===== src/rtl/mem_arb_pkg.sv =====
// mem_arb_pkg: FSM states, port ids and sizing helper
// shared by the two-port memory burst arbiter.
`timescale 1ns/1ps
package mem_arb_pkg;

    typedef enum logic [1:0] {
        IDLE  = 2'd0,
        REQ   = 2'd1,
        BURST = 2'd2
    } state_t;

    localparam logic PORT0 = 1'b0;
    localparam logic PORT1 = 1'b1;

    function automatic int calc_len_w(input int block_size);
        return $clog2(block_size) + 1;
    endfunction

endpackage


===== src/rtl/mem_arb_req_slot.sv =====
// mem_arb_req_slot: one-deep request latch per port with
// overflow detection for pulses that find the slot full.
`timescale 1ns/1ps
module mem_arb_req_slot
    import mem_arb_pkg::*;
#(
    parameter int ADDR_WIDTH = 32,
    parameter int LEN_W      = 4
) (
    input  logic                  clk,
    input  logic                  rst,
    input  logic                  req,
    input  logic [ADDR_WIDTH-1:0] addr,
    input  logic [LEN_W-1:0]      len,
    input  logic                  clr,
    output logic                  pending,
    output logic [ADDR_WIDTH-1:0] addr_q,
    output logic [LEN_W-1:0]      len_q,
    output logic                  overflow
);

    logic accept;

    // a slot being freed this cycle can take a new pulse
    assign accept = req && (!pending || clr);

    // pending flag, latched request and drop pulse
    always_ff @(posedge clk or posedge rst) begin
        if (rst) begin
            pending  <= 1'b0;
            addr_q   <= '0;
            len_q    <= '0;
            overflow <= 1'b0;
        end else begin
            overflow <= req && pending && !clr;
            if (accept) begin
                pending <= 1'b1;
                addr_q  <= addr;
                len_q   <= len;
            end else if (clr) begin
                pending <= 1'b0;
            end
        end
    end

endmodule


===== src/rtl/mem_burst_arbiter.sv =====
// mem_burst_arbiter: shares one burst memory port between the
// icache (0) and dcache (1) refills. MEM_ARB_RR_EN: round-robin.
`timescale 1ns/1ps
module mem_burst_arbiter
    import mem_arb_pkg::*;
#(
    parameter int  ADDR_WIDTH = 32,
    parameter int  DATA_WIDTH = 32,
    parameter int  BLOCK_SIZE = 8,
    localparam int LEN_W      = calc_len_w(BLOCK_SIZE)
) (
    input  logic                  clk,
    input  logic                  rst,
    input  logic                  s0_req,
    input  logic [ADDR_WIDTH-1:0] s0_addr,
    input  logic [LEN_W-1:0]      s0_burst_len,
    output logic                  s0_ready,
    output logic                  s0_valid,
    output logic                  s0_last,
    output logic [DATA_WIDTH-1:0] s0_data,
    input  logic                  s1_req,
    input  logic [ADDR_WIDTH-1:0] s1_addr,
    input  logic [LEN_W-1:0]      s1_burst_len,
    output logic                  s1_ready,
    output logic                  s1_valid,
    output logic                  s1_last,
    output logic [DATA_WIDTH-1:0] s1_data,
    output logic                  m_req,
    output logic [ADDR_WIDTH-1:0] m_addr,
    output logic [LEN_W-1:0]      m_burst_len,
    input  logic                  m_ready,
    input  logic                  m_valid,
    input  logic [DATA_WIDTH-1:0] m_data,
    input  logic                  m_last,
    output logic                  busy,
    output logic                  grant_id,
    output logic                  err_overflow
);

    state_t                state;
    logic                  gnt;
    logic [LEN_W-1:0]      beat_cnt;
    logic                  p0, p1;
    logic [ADDR_WIDTH-1:0] a0, a1;
    logic [LEN_W-1:0]      l0, l1;
    logic                  ovf0, ovf1;
    logic                  clr0, clr1;
    logic [LEN_W-1:0]      gnt_len;
    logic                  term_hit;
    logic                  done;
    logic                  winner;

    mem_arb_req_slot #(
        .ADDR_WIDTH(ADDR_WIDTH),
        .LEN_W     (LEN_W)
    ) u_slot0 (
        .clk     (clk),
        .rst     (rst),
        .req     (s0_req),
        .addr    (s0_addr),
        .len     (s0_burst_len),
        .clr     (clr0),
        .pending (p0),
        .addr_q  (a0),
        .len_q   (l0),
        .overflow(ovf0)
    );

    mem_arb_req_slot #(
        .ADDR_WIDTH(ADDR_WIDTH),
        .LEN_W     (LEN_W)
    ) u_slot1 (
        .clk     (clk),
        .rst     (rst),
        .req     (s1_req),
        .addr    (s1_addr),
        .len     (s1_burst_len),
        .clr     (clr1),
        .pending (p1),
        .addr_q  (a1),
        .len_q   (l1),
        .overflow(ovf1)
    );

    assign gnt_len  = gnt ? l1 : l0;
    // a beat ends the burst on m_last or on the counted final beat
    assign term_hit = m_valid && (m_last || beat_cnt == gnt_len);
    assign done     = (state == BURST) && term_hit;
    assign clr0     = done && (gnt == PORT0);
    assign clr1     = done && (gnt == PORT1);

`ifdef MEM_ARB_RR_EN
    logic last_gnt;

    assign winner = (p0 && p1) ? ~last_gnt : p1;

    // remember who won so the other port wins the next tie
    always_ff @(posedge clk or posedge rst) begin
        if (rst) begin
            last_gnt <= PORT1;
        end else if (state == IDLE && (p0 || p1)) begin
            last_gnt <= winner;
        end
    end
`else
    assign winner = p1;
`endif

    // grant / request / burst sequencing, one burst in flight
    always_ff @(posedge clk or posedge rst) begin
        if (rst) begin
            state       <= IDLE;
            gnt         <= PORT0;
            beat_cnt    <= '0;
            m_req       <= 1'b0;
            m_addr      <= '0;
            m_burst_len <= '0;
        end else begin
            unique case (state)
                IDLE: begin
                    if (p0 || p1) begin
                        gnt         <= winner;
                        state       <= REQ;
                        m_req       <= 1'b1;
                        m_addr      <= winner ? a1 : a0;
                        m_burst_len <= winner ? l1 : l0;
                    end
                end
                REQ: begin
                    if (m_ready) begin
                        state       <= BURST;
                        beat_cnt    <= '0;
                        m_req       <= 1'b0;
                        m_addr      <= '0;
                        m_burst_len <= '0;
                    end
                end
                BURST: begin
                    if (term_hit) begin
                        state <= IDLE;
                    end else if (m_valid) begin
                        beat_cnt <= beat_cnt + LEN_W'(1);
                    end
                end
                default: state <= IDLE;
            endcase
        end
    end

    assign s0_ready     = !p0;
    assign s1_ready     = !p1;
    assign s0_valid     = m_valid && state == BURST && gnt == PORT0;
    assign s1_valid     = m_valid && state == BURST && gnt == PORT1;
    assign s0_last      = s0_valid && term_hit;
    assign s1_last      = s1_valid && term_hit;
    assign s0_data      = m_data;
    assign s1_data      = m_data;
    assign busy         = (state != IDLE) || p0 || p1;
    assign grant_id     = gnt;
    assign err_overflow = ovf0 || ovf1;

endmodule


===== config.mk =====
export PLATFORM = sky130hd
export DESIGN_NAME = mem_burst_arbiter
export DESIGN_NICKNAME = d
export VERILOG_FILES = /design/src/rtl/mem_arb_pkg.sv /design/src/rtl/mem_arb_req_slot.sv /design/src/rtl/mem_burst_arbiter.sv
export SDC_FILE = /design/constraint.sdc
export NUM_CORES = 1
export LEC_CHECK = 0
export BUFFER_PORTS_ARGS = -buffer_cell sky130_fd_sc_hd__buf_2
export CORE_UTILIZATION = 45
export DETAILED_ROUTE_END_ITERATION = 6
export GPL_TIMING_DRIVEN = 0
export PLACE_DENSITY = 0.84
export SLEW_MARGIN = 30
export SYNTH_ARGS = -nofsm -noshare
export SYNTH_HDL_FRONTEND = slang
export SYNTH_SLANG_ARGS = --single-unit

===== constraint.sdc =====
create_clock -name clk -period 3.7 [get_ports clk]
set_input_delay 0.185 -clock clk [delete_from_list [all_inputs] [get_ports clk]]
set_output_delay 0.185 -clock clk [all_outputs]
set_load 0.02 [all_outputs]

After elaboration in Yosys (flattened, before gate mapping)
Cells that the tools add are included.
{ "word_totals": {"out_inout_bits": 110, "in_bits": 111, "register_bits": 120} }
{ "classes": {"n_reduce_logical": 36, "n_eq_ne": 8, "bitwise_logic": 1, "n_mux": 23, "addsub": 1} }
{ "op_table": {"columns": ["op", "n"], "rows": [
  ["32-bit 2-to-1 mux", 3],
  ["32-bit one-hot mux with 2 select lines", 1],
  ["4-bit 2-to-1 mux", 6],
  ["4-bit one-hot mux with 2 select lines", 2],
  ["1-bit logical AND", 15],
  ["2-bit != test (second input constant)", 5],
  ["2-bit nonzero test", 5],
  ["1-bit logical OR", 7],
  ["1-bit 2-to-1 mux", 6],
  ["2-bit 2-to-1 mux", 3],
  ["2-bit one-hot mux with 3 select lines", 1],
  ["3-bit AND reduction", 2],
  ["4-bit by 1-bit adder with 4-bit output (second input constant)", 1],
  ["4-bit == test", 1],
  ["1-bit logical NOT", 4],
  ["4-bit AND reduction", 1],
  ["2-bit by 1-bit == test with 1-bit output (second input constant)", 1],
  ["2-bit == test (second input constant)", 1],
  ["2-bit logical NOT", 1],
  ["1-bit one-hot mux with 2 select lines", 1],
  ["2-bit AND reduction", 1],
  ["1-bit NOT", 1]
]} }

Depth between registers and ports, before layout
Gate-level depths: netlist (run 1).
{ "depth": {"depth_word": 9, "ltp_mapped": 8, "ltp_nobuf": 6} }

Modules after synthesis
A second synthesis (run 1) with hierarchy kept.
{ "hier_totals": {"cells_unflattened": 493, "hier_area_um2": 5840.6} }
{ "modules_own_cells": {"columns": ["module", "cells_each", "area_per_inst_um2", "instances"], "rows": [
  ["mem_arb_req_slot", 83, 1569.0, 2],
  ["mem_burst_arbiter", 327, 2702.6, 1]
]} }

Worst setup path after synthesis (run 1)
Ideal clock, no wire load.
{ "synth_timing": {"kind": "register -> register", "from": "register gnt (netlist: grant_id)", "to": "register u_slot0.addr_q[0]", "arrival_time_ns": 2.210, "required_ns": 3.575, "setup_time_ns": 0.125, "n_path_buf": 3, "stages_incl_launch_ff": 9, "path_slack_ns": 1.365, "path_cell_list": "dfrtp_1 buf_6 mux2i_1 xnor2_1 nor4_4 a31o_1 buf_6 buf_12 mux2_4"} }
{ "synth_between": {"elab_chain_cells": 8, "elab_cells_between_ends": 9} }
{ "synth_lines": {"columns": ["element", "line_no", "rtl"], "rows": [
  ["from (decl)", "mem_burst_arbiter.sv:41", "logic gnt;"],
  ["from (signal assigned)", "mem_burst_arbiter.sv:122", "gnt <= winner;"],
  ["4-bit 2-to-1 mux", "mem_burst_arbiter.sv:85", "assign gnt_len = gnt ? l1 : l0;"],
  ["4-bit == test", "mem_burst_arbiter.sv:87", "assign term_hit = m_valid && (m_last || beat_cnt == gnt_len);"],
  ["1-bit logical OR", "mem_burst_arbiter.sv:87", null],
  ["1-bit logical AND", "mem_burst_arbiter.sv:87", null],
  ["1-bit logical AND", "mem_burst_arbiter.sv:88", "assign done = (state == BURST) && term_hit;"],
  ["1-bit logical AND *", "mem_burst_arbiter.sv:89", "assign clr0 = done && (gnt == PORT0);"],
  ["1-bit logical OR *", "mem_arb_req_slot.sv:25", "assign accept = req && (!pending || clr);"],
  ["1-bit logical AND *", "mem_arb_req_slot.sv:25", null],
  ["to (signal assigned)", "mem_arb_req_slot.sv:38", "addr_q <= addr;"],
  ["to (decl)", "mem_arb_req_slot.sv:17", "output logic [ADDR_WIDTH-1:0] addr_q,"]
]} }
Every way passes the cells marked *; elsewhere a longest branch is shown, timed or not.
A chain may end at the register's enable or synchronous reset.

Worst setup path in the final report (run 1)
{ "layout_timing": {"from": "register u_slot1.pending", "to": "register m_addr[22]"} }
{ "layout_between": {"elab_chain_cells": 3, "elab_cells_between_ends": 6} }
{ "layout_lines": {"columns": ["element", "line_no", "rtl"], "rows": [
  ["from (decl)", "mem_arb_req_slot.sv:16", "output logic pending,"],
  ["from (signal assigned)", "mem_arb_req_slot.sv:30", "pending <= 1'b0;"],
  ["from (signal assigned)", "mem_arb_req_slot.sv:37", "pending <= 1'b1;"],
  ["from (signal assigned)", "mem_arb_req_slot.sv:41", "pending <= 1'b0;"],
  ["32-bit 2-to-1 mux or 1-bit logical OR (tied branches)", "mem_burst_arbiter.sv:125, mem_burst_arbiter.sv:121", null],
  ["32-bit 2-to-1 mux or 2-bit != test (tied branches)", null, null],
  ["32-bit one-hot mux with 2 select lines or 3-bit AND reduction (tied branches)", null, null],
  ["to (signal assigned)", "mem_burst_arbiter.sv:125", "m_addr <= winner ? a1 : a0;"],
  ["to (decl)", "mem_burst_arbiter.sv:29", "output logic [ADDR_WIDTH-1:0] m_addr,"]
]} }
Several ways; a longest one is shown, not always the timed one. The select of a mux whose other input is x is not followed.

==> run_results.csv, run 1 <==
group,metric,value,unit
outcome,status,"finished, final reports clean",
global_routing,grt_overflow,0,
setup_path,path_max_fanout,10,
setup_path,rr_worst_depth,8,
global_routing,use_met3,6.56,%
global_routing,top_usage_layer,"met2",
sta,slew_headroom,45.9,%
setup_path,reg2reg_to,"m_addr[22]$_DFFE_PP0P_",
routing,routed_wl,13.6,mm
power,switching_share,33.6,%
synth,ys_seq_area_share,52.7,%
synth,netlist_area,5700,um^2
floorplanning,dieArea,13100,um^2
placed_design,place_hpwl,9.76,mm
synth,avgSynthCellArea,12.7,um^2
clocking,numCtsBuffers,17,
clocking,clk_latency,400,ps
sta,post-route-min-period,2730,ps
power,intPower,0.00376,W
global_routing,grt_pass1_vias,4286,
setup_path,crit_type,"flop to flop",
sta,setup_viol,0,
worst_hold_path,worstHoldPathType,"primary input to flop",
synth,synth_edf_count,0,
power,p_sw,0.00191,W
global_routing,antenna_found_initial,0,
placed_design,port_buffers,187,
synth,async_flop_share,100,%
synth,synth_cells,448,
finish,layout-drive-gt1-share,53.8,%
synth,synthTopCellsByArea,"dfrtp_1 53%, buf_4 8.4%, mux2_4 8.4%, mux2_2 7.9%, mux2i_1 7.7%",
setup_path,slowest_delay,490,ps
finish,register_area,3000,um^2
setup_path,cp-end-kind,"flop",
routing,ant_nets,0,
floorplanning,io_pins,221,
synth,syn-num-nets,560,
finish,final_cells,848,
sta,hold_violations,0,
synth,ys_types,34,
power,seqPwrFrac,39.4,%
finish,fillers,965,
finish,diodes,0,
routing,dr.pass1.iters,4,
worst_hold_path,holdPathStages,2,
setup_path,crit_path_top_delay_cell,"clkbuf_1",
power,ir_drop,0.386,mV
routing,drt-initial-drc-count,178,
clocking,cts_hold_buf,12,
clocking,cts_buffer_depth,2,
setup_path,worstPathCellList,"clkbuf_1, o21ai_0, clkbuf_1, and2_1, clkbuf_1, clkbuf_1, nand2_1, o21ai_0",
clocking,path_clk_slew,50,ps
global_routing,grt_pass1_wl,21.1,mm
clocking,cts_num_sinks,120,
floorplanning,fp.coreArea,12200,um^2
routing,wl_per_cell,16.0,um
sta,grt_setup_unrepaired,"no",
synth,yosys.area.top_type,"dfrtp_1",
sta,fmax,0.367,GHz
setup_path,crit_top_cell,"clkbuf_1",
sta,fin_skew,6.50,ps
power,power,0.00566,W
power,pwr-share-comb,35.2,%
global_routing,grt_usage,21.5,%
routing,viasPerCell,4.81,
floorplanning,die_h,115,um
clocking,clk_root_buffer_cell,"clkbuf_16",
synth,ys.flop_type,"dfrtp_1",
global_routing,grt_start_max_net_pins,83,
routing,vias,4075,
power,pwr-share-clk,25.3,%
power,power_density,751,nW/um^2
finish,multi_input_area,2020,um^2
setup_path,arrival,3040,ps
setup_path,r2r_slack,970,ps
routing,drc,0,
clocking,cts_setup_buffers,0,
clocking,cts-htree-levels,4,
setup_path,worst_setup_path_start_kind,"flop",
sta,hold_ws,14.7,ps
placed_design,gp_congestion,0.798,
clocking,cts_tree,"yes",
global_routing,grtUsageMet2,38.7,%
worst_hold_path,holdPathEnd,"u_slot0.addr_q[1]$_DFFE_PP0P_",
synth,synth_top_area_share,52.7,%
floorplanning,rows,40,
setup_path,required,4010,ps
worst_hold_path,min-delay-start,"s0_addr[1]",
finish,final_nets,782,
sta,layout_setup_ws,972,ps
placed_design,pre_cts_slack,888,ps
synth,ys_seq_elements,120,
sta,slew_viol_final,0,
placed_design,dp_cells,804,
setup_path,timing.rr.start,"u_slot1.pending$_DFFE_PP0P_",
sta,worst_slew_pin_slew,811,ps
floorplanning,die_w,115,um
finish,area_delta_synth_final,32.4,%
clocking,cts_resized,0,
run,max_cap_violations,0,
sta,post-route-period-util,73.7,%
synth,ys_warn_count,0,
global_routing,grtUsageMet1,24.0,%
finish,fin_util,62.0,%
floorplanning,start_util,46.8,%
power,cellLeakagePower,4.05,nW
==> sequential cells by signal, summed over array words and instances (netlist names) <==
register          cells
beat_cnt              4
grant_id              1
m_addr               32
m_burst_len           4
m_req                 1
state                 2
u_slot0.addr_q       32
u_slot0.len_q         4
u_slot0.overflow      1
u_slot0.pending       1
u_slot1.addr_q       32
u_slot1.len_q         4
u_slot1.overflow      1
u_slot1.pending       1
==> synth_stat cells, types with 2 or more instances <==
library cell  count
mux2_2           40
buf_12            3
nand2_1          47
o21ai_0          40
buf_6             5
buf_1             4
xnor2_1           4
inv_1             6
and2_1            2
nor2_1            3
mux2i_1          44
nand2b_1          3
or2_2             2
mux2_4           32
nand3b_1          2
dfrtp_1         120
buf_4            64
nand3_1           2
clkbuf_1         10
==> power groups by stage <==
stage | clock, W | combinational, W | sequential, W
2_1_floorplan | 0 | 0.00128 | 0.00234
3_3_place_gp | 0 | 0.00192 | 0.00220
3_5_place_dp | 0 | 0.00200 | 0.00224
4_1_cts | 0.00146 | 0.00203 | 0.00223
5_1_grt | 0.00153 | 0.00218 | 0.00230
6_report | 0.00143 | 0.00200 | 0.00223
==> layout by cell type, fill, tap and decap left out, drive strengths merged, types with 2 or more instances in the layout <==
master       synthesis  final
dlygate4sd3          0     15
o21ai               40     40
inv                  6      6
or2                  2      2
nand2b               3      3
nand2               47     47
mux2i               44     44
dfrtp              120    120
clkinv               0      4
mux2                72     72
nand3b               2      2
nand3                2      2
xnor2                4      4
clkbuf              10     35
buf                 76    264
nor2                 3      3
and2                 2      2
==> routing by layer <==
metal  share of wire [%]  wire length [um]
met5                   0                 0
met3                 6.7               903
met4                 1.1               149
met1                  39              5310
met2                  53              7190
==> cells by family after synthesis <==
family,after synthesis,share of synthesized area (%)
flip-flops,120,52.7
multiplexers,116,24.1
buffers and inverters,92,11.8
AND/OR/NAND/NOR,68,5.80
AO/OA/AOI/OAI,47,4.79
XOR/XNOR,4,0.615
adder cells (fa/ha/maj),1,0.220
==> per-stage QoR <==
| step | TNS (ps) | area, um^2 |
|---|---|---|
| after floorplan | 0 | 5700 |
| after global placement | -96770 | 6840 |
| after detailed placement | 0 | 6880 |
| after CTS | 0 | 7510 |
| after global routing | 0 | 7540 |
| final | 0 | 7540 |
==> worst max path at each step <==
stage               slack, ps                         end  depth (start not counted)                         from
finish                    970      m_addr[22]$_DFFE_PP0P_                          8  u_slot1.pending$_DFFE_PP0P_
global route              690  m_burst_len[0]$_DFFE_PP0P_                          8  u_slot1.pending$_DFFE_PP0P_
CTS                       870      m_addr[23]$_DFFE_PP0P_                          8  u_slot1.pending$_DFFE_PP0P_
detailed placement        890      m_addr[23]$_DFFE_PP0P_                          8  u_slot1.pending$_DFFE_PP0P_
global placement         -810      m_addr[28]$_DFFE_PP0P_                          2                          rst
floorplan                 330     beat_cnt[0]$_DFFE_PP0P_                          1                          rst
==> final cells by class <==
| type | count | share of cell area (%) |
|---|---|---|
| flip-flops and latches | 120 | 39.8 |
| multi-input cells | 236 | 26.8 |
| repair buffers | 203 | 14.8 |
| plain buffers | 86 | 8.61 |
| clock buffers | 25 | 6.57 |
| well taps | 168 | 2.79 |
| inverters | 6 | 0.398 |
| clock inverters | 4 | 0.265 |
==> critical path: cells and delay by family, from the launching register on <==
family	cells	cell delay, ps
buffers and inverters	4	1450
AOI/OAI and AO/OA	2	520
and+or+nand+nor	2	310
DFF	1	350
Note: power is estimated with default switching activity, not from simulation.
==> run 2, diff against run 1 <==
==> constraint.sdc (replaced) <==
create_clock -name clk -period 2.6 [get_ports clk]
set_input_delay 0.13 -clock clk [delete_from_list [all_inputs] [get_ports clk]]
set_output_delay 0.13 -clock clk [all_outputs]
set_load 0.02 [all_outputs]
==> run 2 against run 1 <==
Effect of this change:
- critical path depth unchanged
- hold slack improved by 94 ps
- clock skew increased by 2.7 ps
- count of clock-buffer cells in the layout decreased by 5
- total power increased by 47%
- flip-flop and latch count unchanged
- via count increased by 9.1%
- register-to-register slack got worse by 840 ps
- global-route usage increased by 2.5 points
- design area increased by 9.4%
- critical path type unchanged
==> run_results.csv, run 2 (synthesized netlist as in run 1, its figures left out) <==
group,metric,value,unit
finish,stdcell_area,8260,um^2
floorplanning,die_h,115,um
global_routing,grt_start_max_net_pins,33,
worst_hold_path,worstHoldPathType,"primary input to flop",
power,power_density,1010,nW/um^2
sta,post-route-period-util,95.0,%
setup_path,required,2870,ps
setup_path,crit_type,"flop to flop",
placed_design,gp_congestion,0.777,
routing,vias,4447,
clocking,clk_root_buffer_cell,"clkbuf_16",
power,pwr-share-comb,36.0,%
clocking,cts_tree,"yes",
power,pwr-share-clk,25.9,%
finish,final_cell_mix,"187 x buf_2, 120 x dfrtp_1, 76 x dlygate4sd3_1",
clocking,cts_buffer_depth,2,
routing,drt-initial-drc-count,234,
finish,final_common_cell,"buf_2",
sta,fmax,0.405,GHz
sta,fin_skew,9.18,ps
finish,final_nets,846,
placed_design,place_area,6930,um^2
clocking,clk_latency,400,ps
floorplanning,start_util,46.8,%
setup_path,arrival,2740,ps
floorplanning,io_pins,221,
routing,routed_wl,15.3,mm
setup_path,worst_setup_path_start_kind,"flop",
routing,drc,0,
outcome,status,"finished, final reports clean",
sta,slew_headroom,43.0,%
sta,grt_setup_unrepaired,"yes",
floorplanning,dieArea,13100,um^2
power,p_sw,0.00286,W
floorplanning,die_w,115,um
sta,slew_viol_final,0,
finish,area_delta_synth_final,44.9,%
power,cellLeakagePower,4.35,nW
routing,wl_per_cell,16.7,um
finish,layout-drive-gt1-share,50.6,%
sta,worst_slew_pin_slew,855,ps
clocking,numCtsBuffers,17,
routing,viasPerCell,4.85,
placed_design,place_hpwl,9.90,mm
routing,ant_nets,0,
finish,fin_util,67.9,%
placed_design,port_buffers,187,
floorplanning,rows,40,
run,max_cap_violations,0,
setup_path,cp-end-kind,"flop",
sta,post-route-min-period,2470,ps
placed_design,dp_cells,807,
clocking,path_clk_slew,50,ps
finish,top_regs,"m_addr x32, u_slot0.addr_q x32, u_slot1.addr_q x32",
global_routing,grt_pass1_vias,4771,
floorplanning,fp.coreArea,12200,um^2
power,switching_share,34.3,%
finish,fillers,850,
sta,setup_viol,0,
clocking,cts_num_sinks,120,
global_routing,grt_overflow,0,
global_routing,grt_pass1_wl,23.5,mm
global_routing,antenna_found_initial,0,
power,ir_drop,0.578,mV
sta,hold_violations,0,
setup_path,path_max_fanout,10,
global_routing,grt_usage,24.0,%
clocking,cts-htree-levels,4,
routing,dr.pass1.iters,4,
power,intPower,0.00548,W
power,seqPwrFrac,38.2,%
finish,final_cells,916,
sta,hold_ws,109,ps
## run 2: changes by cell type in the layout (fill, tap and decap cells not counted), moves of 3 or more
| cell | before | now |
|---|---|---|
| dlygate4sd3_1 | 15 | 76 |
| clkbuf_1 | 14 | 8 |
| clkbuf_8 | 4 | 1 |
| clkbuf_2 | 0 | 3 |
| buf_12 | 3 | 6 |
| clkinvlp_4 | 0 | 4 |
| clkinv_4 | 0 | 3 |
## run 2: power groups by stage
stage / Clock [W] / Sequential (W) / Combinational, W
2_1_floorplan: 0 / 0.00333 / 0.00183
4_1_cts: 0.00220 / 0.00316 / 0.00298
3_5_place_dp: 0 / 0.00318 / 0.00286
5_1_grt: 0.00230 / 0.00328 / 0.00325
3_3_place_gp: 0 / 0.00312 / 0.00274
6_report: 0.00215 / 0.00318 / 0.00300
## run 2: critical path, stage by stage (launching register included)
cell and delay [ps]:
dfrtp_1 360, buf_6 150, mux2i_1 230, xnor2_1 130, nor4_4 560, a31o_1 240, buf_6 190, buf_12 170
mux2_4 310
## run 2: repair_timing
item / 4_1_cts / 5_1_grt
gates cloned: 0 / 0
hold endpoints to repair: 169 / 0
resized for setup: 4 / 0
endpoints found under the setup margin: 30 / 60
pin swaps: 0 / 2
buffers inserted: 0 / 1
hold buffers: 76 / 0
## run 2: cell type report
class	instances	area, um^2	area share [%]
diodes	1	2.50	0.0303
plain buffers	85	649	7.87
clock inverters	12	104	1.26
well taps	168	210	2.55
repair buffers	268	1790	21.7
multi-input cells	236	2020	24.5
flip-flops and latches	120	3000	36.4
inverters	6	26.3	0.318
clock buffers	20	447	5.41
## run 2: stage by stage
| stage | total power [W] | TNS (ps) | setup WS (ps) |
|---|---|---|---|
| after CTS | 0.00834 | 0 | 79.0 |
| after global placement | 0.00586 | -3060 | -124 |
| after detailed placement | 0.00605 | -4260 | -172 |
| after floorplan | 0.00515 | 0 | 265 |
| final | 0.00833 | 0 | 131 |
| after global routing | 0.00882 | 0 | 7.68 |
## run 2: layer usage
layer | share of wire (%) | track usage, % | vias to the layer above
li1 | - | - | 2036
met1 | 39 | 25.8 | 2188
met4 | 2.6 | 11.9 | 0
met2 | 53 | 44.6 | 193
met3 | 5.7 | 5.03 | 30
met5 | 0 | 0 | -
## run 2: final timing paths
kind / from / to / slack, ps / depth (start not counted)
max: grant_id$_DFFE_PP0P_ / u_slot0.addr_q[28]$_DFFE_PP0P_ / 130 / 8
min reg2reg: m_addr[27]$_DFFE_PP0P_ / m_addr[27]$_DFFE_PP0P_ / 470 / 2
max in group asynchronous: rst / m_addr[10]$_DFFE_PP0P_ / 1740 / 5
min in group asynchronous: rst / grant_id$_DFFE_PP0P_ / 230 / 3
min: m_valid / state[1]$_DFFE_PP0P_ / 110 / 3
max reg2reg: grant_id$_DFFE_PP0P_ / u_slot0.addr_q[28]$_DFFE_PP0P_ / 130 / 8
